`src/rtl/ag_pkg.sv`:
```
// Shared types and constants for the address-generator tile.
package ag_pkg;

  typedef enum logic [1:0] {
    AG_IDLE = 2'd0,
    AG_RUN  = 2'd1,
    AG_DONE = 2'd2
  } ag_state_e;

  // Scan order encodings for the mode input.
  localparam logic AG_ROW_MAJOR = 1'b0;
  localparam logic AG_COL_MAJOR = 1'b1;

  // Channel index width; a single-channel tile still carries one bit.
  function automatic int ag_ch_bits(input int n);
    return (n > 1) ? $clog2(n) : 1;
  endfunction

endpackage

```
`src/rtl/ag_tile_if.sv`:
```
// Address output bus of the tile.
// Handshake: a transfer happens on a rising edge where addr_valid and
// addr_ready are both 1; while addr_valid=1 and addr_ready=0 the master
// holds address and last stable, and addr_ready may toggle freely.
interface ag_tile_if #(
  parameter int ADDR_W = 9
);
  logic [ADDR_W-1:0] address;
  logic              addr_valid;
  logic              addr_ready;
  logic              last;

  modport master (output address, output addr_valid, output last, input addr_ready);
  modport slave  (input address, input addr_valid, input last, output addr_ready);
endinterface

```
`src/rtl/ag_cnt.sv`:
```
// Wrap counter with clear and enable; wrap flags the terminal count
// (cnt == max) so callers can build carry chains without feedback loops.
module ag_cnt #(
  parameter int W = 4
) (
  input  logic         clk,
  input  logic         rst_n,
  input  logic         clr,
  input  logic         en,
  input  logic [W-1:0] max,
  output logic [W-1:0] cnt,
  output logic [W-1:0] nxt,
  output logic         wrap
);

  assign wrap = (cnt == max);

  // Next value: clear dominates, otherwise step and wrap to zero at max.
  always_comb begin
    nxt = cnt;
    if (clr) begin
      nxt = '0;
    end else if (en) begin
      nxt = wrap ? '0 : cnt + 1'b1;
    end
  end

  // Counter register.
  always_ff @(posedge clk or negedge rst_n) begin
    if (!rst_n) begin
      cnt <= '0;
    end else begin
      cnt <= nxt;
    end
  end

endmodule

```
`src/rtl/ag_tile.sv`:
```
// Tile address generator: scans {ch, row, col} in row- or column-major
// order with channel outermost, one address per accepted handshake.
module ag_tile
  import ag_pkg::*;
#(
  parameter  int ROW_BITS = 4,
  parameter  int COL_BITS = 4,
  parameter  int NUM_CH   = 2,
  localparam int CH_BITS  = ag_ch_bits(NUM_CH),
  localparam int ADDR_W   = CH_BITS + ROW_BITS + COL_BITS
) (
  input  logic                sys_clk,
  input  logic                reset_n,
  input  logic                start,
  input  logic                abort,
  input  logic                mode,
  input  logic [ROW_BITS-1:0] num_rows_m1,
  input  logic [COL_BITS-1:0] num_cols_m1,
  input  logic [CH_BITS-1:0]  num_ch_m1,
  ag_tile_if.master           bus,
  output logic                busy,
  output logic                done,
  output ag_state_e           state_dbg
);

  ag_state_e state_q, state_nxt;

  logic                mode_q;
  logic [ROW_BITS-1:0] rows_q, rows_eff;
  logic [COL_BITS-1:0] cols_q, cols_eff;
  logic [CH_BITS-1:0]  chm_q, chm_eff, ch_clamped;

  logic latch, hs;
  logic col_en, row_en, ch_en;
  logic col_wrap, row_wrap, ch_wrap;
  logic [COL_BITS-1:0] col_cnt, col_nxt;
  logic [ROW_BITS-1:0] row_cnt, row_nxt;
  logic [CH_BITS-1:0]  ch_cnt, ch_nxt;
  logic [ADDR_W-1:0]   addr_q;

  logic valid_nxt, last_nxt, done_nxt, busy_nxt;
  logic valid_q, last_q, done_q, busy_q;

  // Abort beats both a new start and a same-cycle handshake.
  assign latch = (state_q == AG_IDLE) && start && !abort;
  assign hs    = (state_q == AG_RUN) && valid_q && bus.addr_ready && !abort;

  // Clamp the requested channel count to what the tile implements.
  always_comb begin
    ch_clamped = num_ch_m1;
    if (32'(num_ch_m1) >= NUM_CH) ch_clamped = CH_BITS'(NUM_CH - 1);
  end

  // Config as it will be after this edge; used to precompute last.
  always_comb begin
    rows_eff = latch ? num_rows_m1 : rows_q;
    cols_eff = latch ? num_cols_m1 : cols_q;
    chm_eff  = latch ? ch_clamped  : chm_q;
  end

  // Config is captured only on the accepting cycle in IDLE.
  always_ff @(posedge sys_clk or negedge reset_n) begin
    if (!reset_n) begin
      mode_q <= AG_ROW_MAJOR;
      rows_q <= '0;
      cols_q <= '0;
      chm_q  <= '0;
    end else if (latch) begin
      mode_q <= mode;
      rows_q <= num_rows_m1;
      cols_q <= num_cols_m1;
      chm_q  <= ch_clamped;
    end
  end

  // Carry chain: the fast index steps on every handshake, the slow index
  // on fast-index wrap, the channel on slow-index wrap.
  always_comb begin
    col_en = 1'b0;
    row_en = 1'b0;
    ch_en  = 1'b0;
    if (mode_q == AG_ROW_MAJOR) begin
      col_en = hs;
      row_en = hs & col_wrap;
      ch_en  = row_en & row_wrap;
    end else begin
      row_en = hs;
      col_en = hs & row_wrap;
      ch_en  = col_en & col_wrap;
    end
  end

  ag_cnt #(.W(COL_BITS)) u_col (
    .clk(sys_clk), .rst_n(reset_n), .clr(latch), .en(col_en), .max(cols_q),
    .cnt(col_cnt), .nxt(col_nxt), .wrap(col_wrap)
  );
  ag_cnt #(.W(ROW_BITS)) u_row (
    .clk(sys_clk), .rst_n(reset_n), .clr(latch), .en(row_en), .max(rows_q),
    .cnt(row_cnt), .nxt(row_nxt), .wrap(row_wrap)
  );
  ag_cnt #(.W(CH_BITS)) u_ch (
    .clk(sys_clk), .rst_n(reset_n), .clr(latch), .en(ch_en), .max(chm_q),
    .cnt(ch_cnt), .nxt(ch_nxt), .wrap(ch_wrap)
  );

  // State register.
  always_ff @(posedge sys_clk or negedge reset_n) begin
    if (!reset_n) state_q <= AG_IDLE;
    else          state_q <= state_nxt;
  end

  // Next-state logic.
  always_comb begin
    state_nxt = state_q;
    unique case (state_q)
      AG_IDLE: if (latch) state_nxt = AG_RUN;
      AG_RUN: begin
        if (abort)            state_nxt = AG_IDLE;
        else if (hs && last_q) state_nxt = AG_DONE;
      end
      AG_DONE: state_nxt = AG_IDLE;
      default: state_nxt = AG_IDLE;
    endcase
  end

  // Output values for the next cycle; last looks at the post-edge indices.
  always_comb begin
    valid_nxt = (state_nxt == AG_RUN);
    busy_nxt  = (state_nxt != AG_IDLE);
    done_nxt  = (state_nxt == AG_DONE);
    last_nxt  = valid_nxt && (ch_nxt == chm_eff) && (row_nxt == rows_eff) &&
                (col_nxt == cols_eff);
  end

  // Output register.
  always_ff @(posedge sys_clk or negedge reset_n) begin
    if (!reset_n) begin
      valid_q <= 1'b0;
      last_q  <= 1'b0;
      done_q  <= 1'b0;
      busy_q  <= 1'b0;
    end else begin
      valid_q <= valid_nxt;
      last_q  <= last_nxt;
      done_q  <= done_nxt;
      busy_q  <= busy_nxt;
    end
  end

  assign addr_q         = {ch_cnt, row_cnt, col_cnt};
  assign bus.address    = addr_q;
  assign bus.addr_valid = valid_q;
  assign bus.last       = last_q;
  assign busy           = busy_q;
  assign done           = done_q;
  assign state_dbg      = state_q;

endmodule

```
`src/flat_wrapper.sv`:
```
// flat-port wrapper written by rule: the top's interface ports become plain ports
module ag_tile_flat import ag_pkg::*;
#(
  parameter  int ROW_BITS = 4,
  parameter  int COL_BITS = 4,
  parameter  int NUM_CH   = 2,
  localparam int CH_BITS  = ag_ch_bits(NUM_CH),
  localparam int ADDR_W   = CH_BITS + ROW_BITS + COL_BITS
)
  (sys_clk, reset_n, start, abort, mode, num_rows_m1, num_cols_m1, num_ch_m1, busy, done, state_dbg, bus_address, bus_addr_valid, bus_last, bus_addr_ready);
  ag_tile_if #(.ADDR_W((9))) bus_i ();
  input  logic sys_clk;
  input  logic reset_n;
  input  logic start;
  input  logic abort;
  input  logic mode;
  input  logic [ROW_BITS-1:0] num_rows_m1;
  input  logic [COL_BITS-1:0] num_cols_m1;
  input  logic [CH_BITS-1:0] num_ch_m1;
  output logic busy;
  output logic done;
  output ag_state_e state_dbg;
  output wire logic [$bits(bus_i.address)-1:0] bus_address;
  output wire logic [$bits(bus_i.addr_valid)-1:0] bus_addr_valid;
  output wire logic [$bits(bus_i.last)-1:0] bus_last;
  input wire logic [$bits(bus_i.addr_ready)-1:0] bus_addr_ready;
  assign bus_address = bus_i.address;
  assign bus_addr_valid = bus_i.addr_valid;
  assign bus_last = bus_i.last;
  assign bus_i.addr_ready = bus_addr_ready;
  ag_tile #(.ROW_BITS(ROW_BITS), .COL_BITS(COL_BITS), .NUM_CH(NUM_CH)) u_core (.sys_clk(sys_clk), .reset_n(reset_n), .start(start), .abort(abort), .mode(mode), .num_rows_m1(num_rows_m1), .num_cols_m1(num_cols_m1), .num_ch_m1(num_ch_m1), .bus(bus_i), .busy(busy), .done(done), .state_dbg(state_dbg));
endmodule
```
`config.mk`:
```
export PLATFORM = sky130hd
export DESIGN_NAME = ag_tile_flat
export DESIGN_NICKNAME = d
export VERILOG_FILES = /design/src/rtl/ag_pkg.sv /design/src/rtl/ag_tile_if.sv /design/src/rtl/ag_cnt.sv /design/src/rtl/ag_tile.sv /design/src/flat_wrapper.sv
export SDC_FILE = /design/constraint.sdc
export NUM_CORES = 1
export LEC_CHECK = 0
export CAP_MARGIN = 30
export CORE_ASPECT_RATIO = 1.2
export CORE_MARGIN = 3
export CORE_UTILIZATION = 45
export DETAILED_ROUTE_END_ITERATION = 10
export PLACE_DENSITY = 0.79
export SETUP_SLACK_MARGIN = 0.02
export SLEW_MARGIN = 20
export SYNTH_ARGS = -nofsm -noshare
export SYNTH_HDL_FRONTEND = slang
export SYNTH_SLANG_ARGS = --single-unit
```
`constraint.sdc`:
```
create_clock -name sys_clk -period 3.5 [get_ports sys_clk]
set_clock_uncertainty 0.05 [all_clocks]
set_input_delay 0.525 -clock sys_clk [delete_from_list [all_inputs] [get_ports sys_clk]]
set_output_delay 0.525 -clock sys_clk [all_outputs]
set_load 0.05 [all_outputs]
```
# After elaboration in Yosys (flattened, before gate mapping)
# Cells that the tools add are included.
dict set report word_totals {
  in_bits 15
  n_memories 0
  latchBits 0
  ff_bits 25
  output_inout_bits 15
  ramBits 0
  rom_bits 0
}
dict set report classes {
  shifts 0
  eq_ne 9
  div_mod_pow 0
  mux 19
  multipliers 0
  n_lt_le_gt_ge 0
  bitwise_logic 4
  n_addsub 3
  reduce_logical 12
}
# cell count
set ops {}
lappend ops {{$mux 4} 8}
lappend ops {{$eq 4x4->1} 4}
lappend ops {{$logic_and 1x1->1} 9}
lappend ops {{$add 4x1->4 const B} 2}
lappend ops {{$mux 1} 7}
lappend ops {{$mux 2} 3}
lappend ops {{$and 1x1->1} 4}
lappend ops {{$eq 2x1->1 const B} 2}
lappend ops {{$pmux 2 s2} 1}
lappend ops {{$eq 1x1->1} 2}
lappend ops {{$eq 2x2->1 const B} 1}
lappend ops {{$logic_not 2->1} 1}
lappend ops {{$reduce_bool 2->1} 1}
lappend ops {{$add 1x1->1 const B} 1}
lappend ops {{$logic_not 1->1} 1}

# Longest topological paths before layout
dict set report logic_depth {
  word_depth 13
  mapped_depth 8
  mapped_depth_nobuf 7
}

# By module
# Synthesis repeated with hierarchy kept, for this count alone.
dict set report unflattened {
  hier_cells 106
  hier_area_um2 1383.8
}
# module n_inst cells_each seq_area_each_um2 area_each_um2
set by_module_without_submodules {}
lappend by_module_without_submodules {ag_tile 1 57 400.4 778.2}
lappend by_module_without_submodules {{ag_cnt at u_core.u_col ...} 2 22 100.1 275.3}
lappend by_module_without_submodules {{ag_cnt at u_core.u_ch} 1 5 25.0 55.1}

# Worst setup path after synthesis
# Ideal clock, no wire load.
dict set report synth_timing {
  path_type {reg-to-reg}
  from {register u_core.u_row.cnt[1]}
  to {register u_core.last_q, in the netlist u_core.bus.last}
  arrival_time_ps 2333
  path_stages_with_launch 8
  slack_ps 1022
  setup_time_ps 96
  synth_period_minus_slack_ps 2478
  cell_sequence {dfrtp_1 -> xor2_1 -> o41ai_2 -> a21boi_1 -> or3_1 -> a22o_1 -> a2bb2o_4 -> nor4_2}
}
dict set report synth_via {
  elab_chain_len 10
  word_cells_on_any_way 20
  classes_between {add/sub: 1; eq/ne: 4; mux: 9; bitwise: 3; reduce/logical: 3}
}
# item line
set synth_rtl {}
lappend synth_rtl {{start: declaration} ag_cnt.sv:11} ;# output logic [W-1:0] cnt,
lappend synth_rtl {{start signal: assignment} ag_cnt.sv:33} ;# cnt <= nxt;
lappend synth_rtl {{branches (longest 9 deep; another with $add 4x1->4)} --}
lappend synth_rtl {{$logic_and 1x1->1 (*)} ag_tile.sv:131} ;# last_nxt = valid_nxt && (ch_nxt == chm_eff) && (row_nxt == rows_eff) &&
lappend synth_rtl {{net u_core.last_nxt} ag_tile.sv:41} ;# logic valid_nxt, last_nxt, done_nxt, busy_nxt;
lappend synth_rtl {{end signal: assignment} ag_tile.sv:144} ;# last_q <= last_nxt;
lappend synth_rtl {{end: declaration} ag_tile.sv:42} ;# logic valid_q, last_q, done_q, busy_q;
# Mark *: on every way through the listed nets, which the timed path passes.
# A chain may end at the register's enable or synchronous reset.

# Worst setup path in the final report
dict set report layout_timing {
  from {input abort}
  to {register u_core.last_q, in the netlist u_core.bus.last}
}
dict set report layout_via {
  word_cells_on_any_way 31
  classes_between {eq/ne: 4; mux: 16; bitwise: 4; reduce/logical: 7}
}
# item line
set layout_rtl {}
lappend layout_rtl {{start: declaration} flat_wrapper.sv:15} ;# input logic abort;
lappend layout_rtl {{$logic_not 1->1 (*)} {ag_tile.sv:45, ag_tile.sv:46}}
lappend layout_rtl {{$logic_and 1x1->1} ag_tile.sv:46} ;# assign hs = (state_q == AG_RUN) && valid_q && bus.addr_ready && !abort;
lappend layout_rtl {{$and 1x1->1} ag_tile.sv:84} ;# row_en = hs & col_wrap;
lappend layout_rtl {{$mux 1} ag_tile.sv:82} ;# if (mode_q == AG_ROW_MAJOR) begin
lappend layout_rtl {{$mux 4} ag_cnt.sv:23} ;# end else if (en) begin
lappend layout_rtl {{$mux 4 (*)} ag_cnt.sv:21} ;# if (clr) begin
lappend layout_rtl {{net u_core.row_nxt[3]} ag_tile.sv:37} ;# logic [ROW_BITS-1:0] row_cnt, row_nxt;
lappend layout_rtl {{$eq 4x4->1 (*)} ag_tile.sv:131}
lappend layout_rtl {{$logic_and 1x1->1 (*) (2 in a row)} ag_tile.sv:131}
lappend layout_rtl {{net u_core.last_nxt} ag_tile.sv:41}
# The timed path passes the listed nets; every way through them passes the cells marked *.

==> flow_summary_export.csv <==
group,metric,value,unit
worst_setup_path,path_class,"input pin to register",
clock_network,cts_sinks,25,
clock_network,cts_resized,0,
clock_network,clk_latency,330,ps
floorplanning,ios,30,
grt,grt_pass1_vias,1347,
synthesis,synthFlopType,"dfrtp_1",
worst_setup_path,rr_startpoint,"u_core.rows_q[1]$_DFF_PN0_",
timing,drv_slew,0,
worst_setup_path,cp_max_fo,12,
floorplanning,initial_core_util,0.480,
worst_setup_path,r2r_slack,900,ps
worst_setup_path,reg2reg_depth,7,
grt,grt_start_max_net_pins,23,
synthesis,synth_nets,172,
timing,tightest_slew,662,ps
timing,min_period,2640,ps
grt,grt_remaining_overflow,0,
clock_network,cts-hold-fix-buffers,0,
finish,final_layout_size_suffix_gt1_frac,0.0703,
synthesis,yosys.area.top_type,"dfrtp_1",
finish,design_area,1850,µm²
routing,wl_per_cell,16.4,µm
place,dpl.cell_count,217,
routing,route.detailed.drc,0,
place,placed_area,1820,µm²
floorplanning,core_area,3110,µm²
synthesis,synth_area,1490,µm²
worst_setup_path,crit_chain,"clkdlybuf4s50_1 > or4b_1 > buf_4 > a32oi_1 > nand3b_1 > xor2_1 > o21bai_1 > nor4_2",
timing,final-hold-violation-count,0,
place,hpwl,2760,µm
min_path,min_path_type,"register to register",
finish,final_cell_mix,"29 x nand2_1, 29 x clkdlybuf4s50_1, 25 x dfrtp_1, 12 x xnor2_1, 7 x nand4_1",
synthesis,synth_top_area_frac,0.419,
finish,nets,203,
worst_setup_path,required,3680,ps
synthesis,syn_area_per_cell,9.64,µm²
worst_setup_path,cp_num_buf_inv,2,
timing,whs,465,ps
routing,detail-route-antenna-nets,0,
finish,syn_to_final_growth,23.8,%
synthesis,ys_types,45,
grt,antenna_found_initial,0,
min_path,min_delay_path_depth,1,
timing,timing.fmax,378,MHz
worst_setup_path,crit_arrival,2830,ps
floorplanning,rows,22,
worst_setup_path,cp_slowest_cell,"or4b_1",
clock_network,cts_root_buf,"clkbuf_4",
floorplanning,die_h,69.1,µm
routing,drtIter0Drc,57,
worst_setup_path,cp-end-kind,"register",
synthesis,synthCells,155,
place,gp_congestion,0.907,
timing,period_share,0.756,
outcome,status,"complete, no violations",
power,p_per_area,373,nW/µm²
routing,via_per_inst,6.00,
clock_network,numCtsBuffers,3,
grt,grt_util_all_layers,0.192,
floorplanning,die_w,58.6,µm
routing,vias,1327,
clock_network,postCtsSetupBuffers,0,
floorplanning,dieArea,4050,µm²
clock_network,path_clk_slew,130,ps
clock_network,ctsHtreeMaxLevel,1,
power,p_leak,0.787,nW
worst_setup_path,max_stage_delay,650,ps
timing,tns,0,ps
synthesis,synth_edf_count,0,
power,peakVddDrop,0.277,mV
clock_network,cts_tree,"built",
clock_network,cts_max_path_buffers,2,
timing,slew_headroom,0.557,
timing,setup_viol,0,
finish,fin_cells,221,
synthesis,ys_seq_area_frac,0.419,
finish,antenna_cells,0,
worst_setup_path,reg2reg_to,"u_core.bus.last$_DFF_PN0_",
min_path,worst_hold_path.endpoint,"u_core.bus.addr_valid$_DFF_PN0_",
place,io_buffers,29,
synthesis,synth_async_sr_flop_share,1.00,
synthesis,ys_ff_latch,25,
worst_setup_path,cp_top_family,"simple AND/OR/NAND/NOR gates",
routing,wl,3620,µm
synthesis,ys_top_cells_by_area,"dfrtp_1 42%, nand2_1 7.3%, xnor2_1 7.0%",
grt,grt_pass1_wl,6120,µm
worst_setup_path,start_kind,"input pin",
flow_run,maxCapViolCount,0,
min_path,worstHoldStart,"u_core.bus.last$_DFF_PN0_",
synthesis,yosysWarnings,0,
routing,dr.pass1.iters,4,
timing,rsz0062_at_grt,"no",
[report_power, final]
group	leakage [nW]	switching, mW	internal [mW]
registers	0.329	0.0290	0.312
clock network	0.0150	0.0898	0.0447
logic	0.443	0.122	0.0912
[kinds of logic after synthesis]
family                   synth area share
AO/OA/AOI/OAI                       0.179
XOR/XNOR                            0.106
adder cells (fa/ha/maj)            0.0167
buffers and inverters              0.0310
flip-flops                          0.419
multiplexers                      0.00670
AND/OR/NAND/NOR                     0.242
[state kept, by name, indices dropped and copies added, names as in the netlist]
name	count
u_core.u_row.cnt	4
u_core.bus.addr_valid	1
u_core.mode_q	1
u_core.cols_q	4
u_core.done	1
u_core.bus.last	1
u_core.state_dbg	2
u_core.busy	1
u_core.u_ch.cnt	1
u_core.rows_q	4
u_core.u_col.cnt	4
u_core.chm_q	1
[how the worst max path moves through the flow]
stage	startpoint	endpoint	slack, ps	cells after the start
final	abort	u_core.bus.last$_DFF_PN0_	860	8
after global routing	abort	u_core.bus.last$_DFF_PN0_	730	8
after CTS	abort	u_core.bus.last$_DFF_PN0_	880	8
after detailed placement	abort	u_core.bus.last$_DFF_PN0_	550	8
after global placement	abort	u_core.bus.last$_DFF_PN0_	670	8
after floorplan	u_core.u_row.cnt[1]$_DFF_PN0_	u_core.bus.last$_DFF_PN0_	1020	7
[synth_stat cells, types with 2 or more instances]
| master | number |
|---|---|
| o31ai_1 | 4 |
| o21ai_0 | 4 |
| a21oi_1 | 5 |
| ha_1 | 2 |
| and2_1 | 2 |
| nor2b_1 | 3 |
| nand3_1 | 2 |
| o21a_1 | 2 |
| xor2_1 | 6 |
| nand4_1 | 7 |
| nor3b_1 | 2 |
| and3_1 | 5 |
| a21boi_1 | 2 |
| nor4_1 | 4 |
| a22o_1 | 2 |
| xnor2_1 | 12 |
| a41oi_1 | 5 |
| nor2_1 | 5 |
| dfrtp_1 | 25 |
| buf_4 | 3 |
| nand2_1 | 29 |
[per-stage QoR]
stage / power, mW / utilization / setup WS (ps)
after detailed placement: 0.558 / 0.586 / 545
final: 0.689 / 0.595 / 856
after global placement: 0.550 / 0.581 / 673
after global routing: 0.723 / 0.595 / 729
after floorplan: 0.489 / - / 1020
after CTS: 0.689 / 0.595 / 884
[final cells by class]
cell class,instances,area [µm²]
clock buffers,4,26.3
fillers,286,1260
inverters,1,3.75
multi-input cells,123,828
flip-flops and latches,25,626
well taps,36,45.0
repair buffers,32,320
[routing by layer]
layer  vias up  GRT usage  wire, µm
met3         7     0.0225       205
li1        631          -         -
met2        46      0.325      1880
met4         0     0.0806        68
met5         -          0         0
met1       643      0.239      1470
Power figures use the tool's default switching activity.
